$ cat src/rtl/wb_stage_if.sv
// MEM -> WB handshake bundle: valid/allowin plus the instruction fields
// that the write-back stage latches on acceptance.
interface wb_stage_if #(
    parameter int DATA_WIDTH = 32,
    parameter int ADDR_WIDTH = 5
);
    logic                  ms_valid;
    logic                  ws_allowin;
    logic [31:0]           ms_pc;
    logic                  ms_gr_we;
    logic [ADDR_WIDTH-1:0] ms_dest;
    logic                  ms_res_from_mem;
    logic [2:0]            ms_load_op;
    logic [DATA_WIDTH-1:0] ms_alu_result;
    logic [DATA_WIDTH-1:0] ms_rt_old;

    // MEM stage side: offers an instruction, observes allowin
    modport master (
        output ms_valid, ms_pc, ms_gr_we, ms_dest, ms_res_from_mem,
               ms_load_op, ms_alu_result, ms_rt_old,
        input  ws_allowin
    );

    // WB stage side: accepts an instruction, reports allowin
    modport slave (
        input  ms_valid, ms_pc, ms_gr_we, ms_dest, ms_res_from_mem,
               ms_load_op, ms_alu_result, ms_rt_old,
        output ws_allowin
    );
endinterface

$ cat src/rtl/wb_stage.sv
// Write-back stage: latches MEM results, waits for load data, aligns and
// merges load data, drives the register-file write port, exports
// forwarding/stall information and counts retired instructions.
// Load alignment assumes a 32-bit datapath.
module wb_stage #(
    parameter int          DATA_WIDTH      = 32,
    parameter int          ADDR_WIDTH      = 5,
    // Value the retired-instruction counter takes on reset
    parameter logic [31:0] RETIRE_CNT_INIT = 32'h0
) (
    input  logic                  clk,
    input  logic                  rst,
    wb_stage_if.slave             ms,
    input  logic                  data_rvalid,
    input  logic [DATA_WIDTH-1:0] data_rdata,
    output logic                  rf_we,
    output logic [ADDR_WIDTH-1:0] rf_waddr,
    output logic [DATA_WIDTH-1:0] rf_wdata,
    output logic                  ws_fwd_valid,
    output logic                  ws_busy,
    output logic [ADDR_WIDTH-1:0] ws_fwd_dest,
    output logic [DATA_WIDTH-1:0] ws_fwd_data,
    output logic [31:0]           debug_wb_pc,
    output logic [3:0]            debug_wb_rf_wen,
    output logic [31:0]           retire_cnt
);

    localparam logic [2:0] OP_LW  = 3'd0;
    localparam logic [2:0] OP_LB  = 3'd1;
    localparam logic [2:0] OP_LBU = 3'd2;
    localparam logic [2:0] OP_LH  = 3'd3;
    localparam logic [2:0] OP_LHU = 3'd4;
    localparam logic [2:0] OP_LWL = 3'd5;
    localparam logic [2:0] OP_LWR = 3'd6;

    // EMPTY: no instruction; WAIT: load without data yet; READY: result available
    typedef enum logic [1:0] {
        EMPTY = 2'd0,
        WAIT  = 2'd1,
        READY = 2'd2
    } state_t;

    state_t                state_reg;
    logic [31:0]           pc_reg;
    logic                  gr_we_reg;
    logic [ADDR_WIDTH-1:0] dest_reg;
    logic                  res_from_mem_reg;
    logic [2:0]            load_op_reg;
    logic [DATA_WIDTH-1:0] alu_result_reg;
    logic [DATA_WIDTH-1:0] rt_old_reg;
    logic [DATA_WIDTH-1:0] rdata_buf_reg;
    logic                  rdata_buf_vld_reg;
    logic [31:0]           retire_cnt_reg;

    logic                  ws_valid;
    logic                  ready_go;
    logic                  allowin;
    logic                  advancing;
    logic                  retire;
    logic                  capture;
    logic                  writes_gpr;
    logic [DATA_WIDTH-1:0] load_data;
    logic [DATA_WIDTH-1:0] aligned;
    logic [3:0]            wen_mask;
    logic [1:0]            k;
    logic [7:0]            byte_sel;
    logic [15:0]           half_sel;

    assign ws_valid   = (state_reg != EMPTY);
    // A load becomes ready the cycle its data arrives, or once it is buffered
    assign ready_go   = (state_reg == READY) | data_rvalid | rdata_buf_vld_reg;
    assign allowin    = ~ws_valid | ready_go;
    assign advancing  = ms.ms_valid & allowin;
    assign retire     = ws_valid & ready_go;
    assign capture    = data_rvalid & (state_reg == WAIT) & ~rdata_buf_vld_reg & ~advancing;
    assign writes_gpr = ws_valid & gr_we_reg & (dest_reg != '0);

    assign ms.ws_allowin = allowin;

    // Handshake, load-data buffering and retire counting
    always_ff @(posedge clk or negedge rst) begin
        if (!rst) begin
            state_reg         <= EMPTY;
            pc_reg            <= '0;
            gr_we_reg         <= 1'b0;
            dest_reg          <= '0;
            res_from_mem_reg  <= 1'b0;
            load_op_reg       <= '0;
            alu_result_reg    <= '0;
            rt_old_reg        <= '0;
            rdata_buf_reg     <= '0;
            rdata_buf_vld_reg <= 1'b0;
            retire_cnt_reg    <= RETIRE_CNT_INIT;
        end else begin
            if (retire) begin
                retire_cnt_reg <= retire_cnt_reg + 32'd1;
            end
            if (capture) begin
                rdata_buf_reg     <= data_rdata;
                rdata_buf_vld_reg <= 1'b1;
            end
            if (advancing) begin
                pc_reg            <= ms.ms_pc;
                gr_we_reg         <= ms.ms_gr_we;
                dest_reg          <= ms.ms_dest;
                res_from_mem_reg  <= ms.ms_res_from_mem;
                load_op_reg       <= ms.ms_load_op;
                alu_result_reg    <= ms.ms_alu_result;
                rt_old_reg        <= ms.ms_rt_old;
                rdata_buf_vld_reg <= 1'b0;
                state_reg         <= ms.ms_res_from_mem ? WAIT : READY;
            end else if (allowin) begin
                state_reg <= EMPTY;
            end else if (capture) begin
                state_reg <= READY;
            end
        end
    end

    // Select load data and extract the addressed byte/halfword
    always_comb begin
        load_data = rdata_buf_vld_reg ? rdata_buf_reg : data_rdata;
        k         = alu_result_reg[1:0];
        case (k)
            2'd0:    byte_sel = load_data[7:0];
            2'd1:    byte_sel = load_data[15:8];
            2'd2:    byte_sel = load_data[23:16];
            default: byte_sel = load_data[31:24];
        endcase
        half_sel = k[1] ? load_data[31:16] : load_data[15:0];
    end

    // Align/merge load data and build the byte-write mask
    always_comb begin
        aligned  = load_data;
        wen_mask = 4'b1111;
        case (load_op_reg)
            OP_LB:   aligned = {{24{byte_sel[7]}}, byte_sel};
            OP_LBU:  aligned = {24'h0, byte_sel};
            OP_LH:   aligned = {{16{half_sel[15]}}, half_sel};
            OP_LHU:  aligned = {16'h0, half_sel};
            OP_LWL: begin
                case (k)
                    2'd0: begin
                        aligned  = {load_data[7:0], rt_old_reg[23:0]};
                        wen_mask = 4'b1000;
                    end
                    2'd1: begin
                        aligned  = {load_data[15:0], rt_old_reg[15:0]};
                        wen_mask = 4'b1100;
                    end
                    2'd2: begin
                        aligned  = {load_data[23:0], rt_old_reg[7:0]};
                        wen_mask = 4'b1110;
                    end
                    default: begin
                        aligned  = load_data;
                        wen_mask = 4'b1111;
                    end
                endcase
            end
            OP_LWR: begin
                case (k)
                    2'd0: begin
                        aligned  = load_data;
                        wen_mask = 4'b1111;
                    end
                    2'd1: begin
                        aligned  = {rt_old_reg[31:24], load_data[31:8]};
                        wen_mask = 4'b0111;
                    end
                    2'd2: begin
                        aligned  = {rt_old_reg[31:16], load_data[31:16]};
                        wen_mask = 4'b0011;
                    end
                    default: begin
                        aligned  = {rt_old_reg[31:8], load_data[31:24]};
                        wen_mask = 4'b0001;
                    end
                endcase
            end
            default: aligned = load_data;   // LW and the unused encoding 7
        endcase
        if (!res_from_mem_reg) begin
            wen_mask = 4'b1111;
        end
    end

    // Register-file write port, forwarding and debug outputs
    always_comb begin
        rf_we           = retire & gr_we_reg & (dest_reg != '0);
        rf_waddr        = dest_reg;
        rf_wdata        = res_from_mem_reg ? aligned : alu_result_reg;
        ws_fwd_valid    = writes_gpr & ready_go;
        ws_busy         = writes_gpr & ~ready_go;
        ws_fwd_dest     = dest_reg;
        ws_fwd_data     = rf_wdata;
        debug_wb_pc     = pc_reg;
        debug_wb_rf_wen = {4{rf_we}} & wen_mask;
        retire_cnt      = retire_cnt_reg;
    end

endmodule
$ cat src/flat_wrapper.sv
// flat-port wrapper written by rule: the top's interface ports become plain ports
module wb_stage_flat 
#(
    parameter int          DATA_WIDTH      = 32,
    parameter int          ADDR_WIDTH      = 5,
                                                           
    parameter logic [31:0] RETIRE_CNT_INIT = 32'h0
)
  (clk, rst, data_rvalid, data_rdata, rf_we, rf_waddr, rf_wdata, ws_fwd_valid, ws_busy, ws_fwd_dest, ws_fwd_data, debug_wb_pc, debug_wb_rf_wen, retire_cnt, ms_ms_valid, ms_ms_pc, ms_ms_gr_we, ms_ms_dest, ms_ms_res_from_mem, ms_ms_load_op, ms_ms_alu_result, ms_ms_rt_old, ms_ws_allowin);
  wb_stage_if #(.DATA_WIDTH(DATA_WIDTH), .ADDR_WIDTH(ADDR_WIDTH)) ms_i ();
  input  logic clk;
  input  logic rst;
  input  logic data_rvalid;
  input  logic [DATA_WIDTH-1:0] data_rdata;
  output logic rf_we;
  output logic [ADDR_WIDTH-1:0] rf_waddr;
  output logic [DATA_WIDTH-1:0] rf_wdata;
  output logic ws_fwd_valid;
  output logic ws_busy;
  output logic [ADDR_WIDTH-1:0] ws_fwd_dest;
  output logic [DATA_WIDTH-1:0] ws_fwd_data;
  output logic [31:0] debug_wb_pc;
  output logic [3:0] debug_wb_rf_wen;
  output logic [31:0] retire_cnt;
  input wire logic [$bits(ms_i.ms_valid)-1:0] ms_ms_valid;
  input wire logic [$bits(ms_i.ms_pc)-1:0] ms_ms_pc;
  input wire logic [$bits(ms_i.ms_gr_we)-1:0] ms_ms_gr_we;
  input wire logic [$bits(ms_i.ms_dest)-1:0] ms_ms_dest;
  input wire logic [$bits(ms_i.ms_res_from_mem)-1:0] ms_ms_res_from_mem;
  input wire logic [$bits(ms_i.ms_load_op)-1:0] ms_ms_load_op;
  input wire logic [$bits(ms_i.ms_alu_result)-1:0] ms_ms_alu_result;
  input wire logic [$bits(ms_i.ms_rt_old)-1:0] ms_ms_rt_old;
  output wire logic [$bits(ms_i.ws_allowin)-1:0] ms_ws_allowin;
  assign ms_i.ms_valid = ms_ms_valid;
  assign ms_i.ms_pc = ms_ms_pc;
  assign ms_i.ms_gr_we = ms_ms_gr_we;
  assign ms_i.ms_dest = ms_ms_dest;
  assign ms_i.ms_res_from_mem = ms_ms_res_from_mem;
  assign ms_i.ms_load_op = ms_ms_load_op;
  assign ms_i.ms_alu_result = ms_ms_alu_result;
  assign ms_i.ms_rt_old = ms_ms_rt_old;
  assign ms_ws_allowin = ms_i.ws_allowin;
  wb_stage #(.DATA_WIDTH(DATA_WIDTH), .ADDR_WIDTH(ADDR_WIDTH), .RETIRE_CNT_INIT(RETIRE_CNT_INIT)) u_core (.clk(clk), .rst(rst), .ms(ms_i), .data_rvalid(data_rvalid), .data_rdata(data_rdata), .rf_we(rf_we), .rf_waddr(rf_waddr), .rf_wdata(rf_wdata), .ws_fwd_valid(ws_fwd_valid), .ws_busy(ws_busy), .ws_fwd_dest(ws_fwd_dest), .ws_fwd_data(ws_fwd_data), .debug_wb_pc(debug_wb_pc), .debug_wb_rf_wen(debug_wb_rf_wen), .retire_cnt(retire_cnt));
endmodule
$ cat config.mk
export PLATFORM = sky130hd
export DESIGN_NAME = wb_stage_flat
export DESIGN_NICKNAME = d
export VERILOG_FILES = /design/src/rtl/wb_stage_if.sv /design/src/rtl/wb_stage.sv /design/src/flat_wrapper.sv
export SDC_FILE = /design/constraint.sdc
export NUM_CORES = 1
export LEC_CHECK = 0
export CAP_MARGIN = 20
export CELL_PAD_IN_SITES_DETAIL_PLACEMENT = 0
export CELL_PAD_IN_SITES_GLOBAL_PLACEMENT = 1
export CORE_MARGIN = 2
export CORE_UTILIZATION = 40
export CTS_BUF_LIST = sky130_fd_sc_hd__clkbuf_8 sky130_fd_sc_hd__clkbuf_16
export CTS_CLUSTER_SIZE = 8
export DETAILED_ROUTE_END_ITERATION = 12
export PLACE_DENSITY = 0.95
export RECOVER_POWER = 25
export SLEW_MARGIN = 30
export SYNTH_ARGS = -nofsm -noshare
export SYNTH_HDL_FRONTEND = slang
export SYNTH_SLANG_ARGS = --single-unit
export TNS_END_PERCENT = 10
$ cat constraint.sdc
create_clock -name clk -period 8 [get_ports clk]
set_input_delay 0.8 -clock clk [delete_from_list [all_inputs] [get_ports clk]]
set_output_delay 0.8 -clock clk [all_outputs]
set_load 0.005 [all_outputs]
==> flow_summary_export.csv <==
group,metric,value,unit
floorplan,placementRows,57,
floorplan,initial_core_util,41.1,%
hold_path,hold_path_class,"flip-flop to flip-flop",
timing,setup_viol,0,
critical_path,crit_path_start_kind,"primary input",
critical_path,cpPeakStageDelay,2210,ps
critical_path,critPathCaptureType,"async pin",
critical_path,worstSetupPathType,"primary input to async pin",
cells_and_area,nFillCells,2121,
detailed_routing,wl_per_cell,22.9,µm
detailed_routing,antenna_left,0,
status,failed_checks,"capacitance limit, slew limit",
logic_synthesis,dominantRegCellSynth,"dfrtp_1",
critical_path,cp.arrival,5140,ps
placed_design,place_hpwl,25100,µm
clocking,htreeDepth,4,
run,drv_cap,2,
critical_path,r2r_slack,4500,ps
clocking,post_cts_resized,0,
detailed_routing,vias,8444,
timing,layout_min_cycle_time,5250,ps
critical_path,slowest_stage,"clkbuf_1",
global_routing,grt_pass1_wl,51400,µm
detailed_routing,first_pass_iters,5,
placed_design,dpl.cell_count,1437,
critical_path,reg2reg_from,"u_core.rdata_buf_vld_reg",
detailed_routing,drc,0,
clocking,cts_tree,"yes",
global_routing,grt_pass1_vias,8533,
hold_path,min_from,"u_core.retire_cnt[31]",
critical_path,cp_common_cell,"clkbuf_1",
clocking,clkSlewWorstSetupHoldPaths,80,ps
logic_synthesis,synth_nets,1058,
clocking,ctsHoldBuffers,0,
cells_and_area,syn_to_final_growth,34.6,%
timing,fin_setup_tns,0,ps
critical_path,path_delay_family,"buffers and inverters",
logic_synthesis,synth-seq-cells,173,
clocking,clk_latency,450,ps
hold_path,whs_path_depth,1,
pwr,p_per_area,233,nW/µm²
timing,maxSlewHeadroom,-98.5,%
logic_synthesis,synth-edff-count,0,
floorplan,dieArea,26400,µm²
pwr,peakVddDrop,128,µV
clocking,clockBufferDepth,2,
critical_path,critical_path_buf_inv_count,2,
critical_path,crit_path_max_fanout,57,
floorplan,ios,288,
logic_synthesis,yosys_warnings,0,
global_routing,grt.total_usage,25.7,%
global_routing,grt_max_degree,70,
timing,rsz0062_at_grt,"false",
critical_path,cp.required,7900,ps
placed_design,port-buffer-count,287,
hold_path,hold-path-endpoint,"u_core.retire_cnt[31]",
timing,hold_violations,0,
clocking,cts_num_sinks,173,
floorplan,die_h,162,µm
logic_synthesis,yosysSeqAreaShare,43.1,%
cells_and_area,layout.cells.non_filler,1471,
timing,maxSlewViolCount,113,
placed_design,gp_congestion,0.974,
floorplan,die_x,162,µm
timing,clock_skew,11.2,ps
critical_path,r2r_cells,5,
timing,fmax,191,MHz
cells_and_area,drive_gt1_share,21.0,%
critical_path,rr_endpoint,"u_core.rt_old_reg[11]",
floorplan,coreArea,24500,µm²
critical_path,path_cells,"clkbuf_1, clkbuf_1",
detailed_routing,drt_iter0_markers,848,
logic_synthesis,synth_area,10000,µm²
timing,period_share,65.6,%
status,status,"finished with violations",
logic_synthesis,yosysUniqueCellTypes,54,
detailed_routing,post_drt_via_cell_ratio,5.74,
logic_synthesis,syn_area_per_cell,11.0,µm²
clocking,cts_setup_buffers,0,
clocking,clockRootBuffer,"clkbuf_16",
global_routing,antenna_found_initial,3,
detailed_routing,drt_wl_total,33700,µm
timing,tightest_slew,2980,ps
logic_synthesis,netlist_instances,915,
pwr,p_leak,0.00530,µW
global_routing,grt_overflow_total,0,
cells_and_area,final_nets,1275,
logic_synthesis,ys_async_sr_fraction,100,%
clocking,cts_made_buffers,17,
critical_path,crit_path_start,"rst",
## layout make-up
type	count	area (µm²)	area share, %
Sequential cell	173	4330	32.0
Tap cell	324	405	3.00
Antenna cell	2	5.00	0.0370
Inverter	12	45.0	0.333
Multi-Input combinational cell	631	5160	38.1
Clock buffer	17	425	3.15
Clock inverter	15	216	1.60
Timing Repair Buffer	297	2940	21.7
## worst max path at each step
stage,to,cells past startpoint
CTS,rf_wdata[23],7
finish,u_core.debug_wb_pc[1],2
floorplan,ws_fwd_data[24],6
global route,u_core.debug_wb_pc[1],2
detailed placement,rf_wdata[23],7
global placement,rf_wdata[23],7
## metal layers
layer / vias up / GRT usage (%) / wire, µm
met2: 476 / 42.0 / 15900
li1: 3770 / - / -
met1: 4124 / 31.5 / 12900
met4: 2 / 8.73 / 1070
met3: 72 / 9.57 / 3740
met5: - / 0 / 12
## where the power goes
part / internal (µW) / total, µW / switching (µW) / leakage, µW
Sequential: 1020 / 1160 / 140 / 0.00209
Clock: 439 / 893 / 454 / 0.000308
Combinational: 601 / 1100 / 502 / 0.00291
## kinds of logic after synthesis
group	share of synthesized area (%)
muxes	26.6
AOI/OAI and AO/OA	11.8
xor gates and xnor gates	2.70
and+or+nand+nor	9.83
adders and majority gates	0.125
buffers and inverters	5.85
DFF	43.1
## layout by cell type, fill, tap and decap left out, drive strengths merged, types with 4 or more instances in the layout
master	count
clkdlybuf4s50	286
dfrtp	173
mux2	158
nor2	86
nand2	52
mux2i	33
a21oi	33
o21ai	30
mux4	25
o22ai	24
xnor2	20
nor3	19
clkbuf	19
inv	19
a22o	13
a31oi	12
a2111oi	12
nand3	11
xor2	11
o2bb2ai	9
a221oi	9
buf	9
a211o	8
clkinv	8
nand4	7
nor2b	6
and3	6
o32a	6
nand2b	4
nor4	4
## worst register-to-register path, delay by kind of cell (launching register included)
kind | cells | cell delay (ps)
AND/OR/NAND/NOR | 2 | 1250
buffers and inverters | 2 | 1150
flip-flops | 1 | 500
multiplexers | 1 | 480
## stage by stage
step | util (%) | total power [µW] | worst slack (ps) | cell area [µm²] | hold WS, ps
after detailed placement | 52.7 | 2270 | 3340 | 12900 | 464
after global routing | 55.3 | 3310 | 1620 | 13500 | 499
after floorplan | - | 1740 | 4550 | 10000 | 465
after CTS | 55.3 | 3160 | 2980 | 13500 | 306
after global placement | 52.6 | 2240 | 3360 | 12900 | 460
final | 55.3 | 3150 | 2750 | 13500 | 484
## cells in the mapped netlist, drive strengths merged (13+ instances only)
| library cell | count | share of area [%] |
|---|---|---|
| mux4 | 25 | 5.6 |
| nor3 | 19 | 0.95 |
| a22o | 13 | 1.1 |
| buf | 68 | 4.2 |
| o22ai | 24 | 1.5 |
| nand2 | 52 | 1.9 |
| dfrtp | 173 | 43 |
| a21oi | 33 | 1.6 |
| mux2i | 33 | 3.3 |
| o21ai | 30 | 1.5 |
| clkbuf | 31 | 1.2 |
| mux2 | 158 | 18 |
| nor2 | 86 | 3.3 |
| xnor2 | 20 | 1.7 |
(Power assumes the default switching activity.)
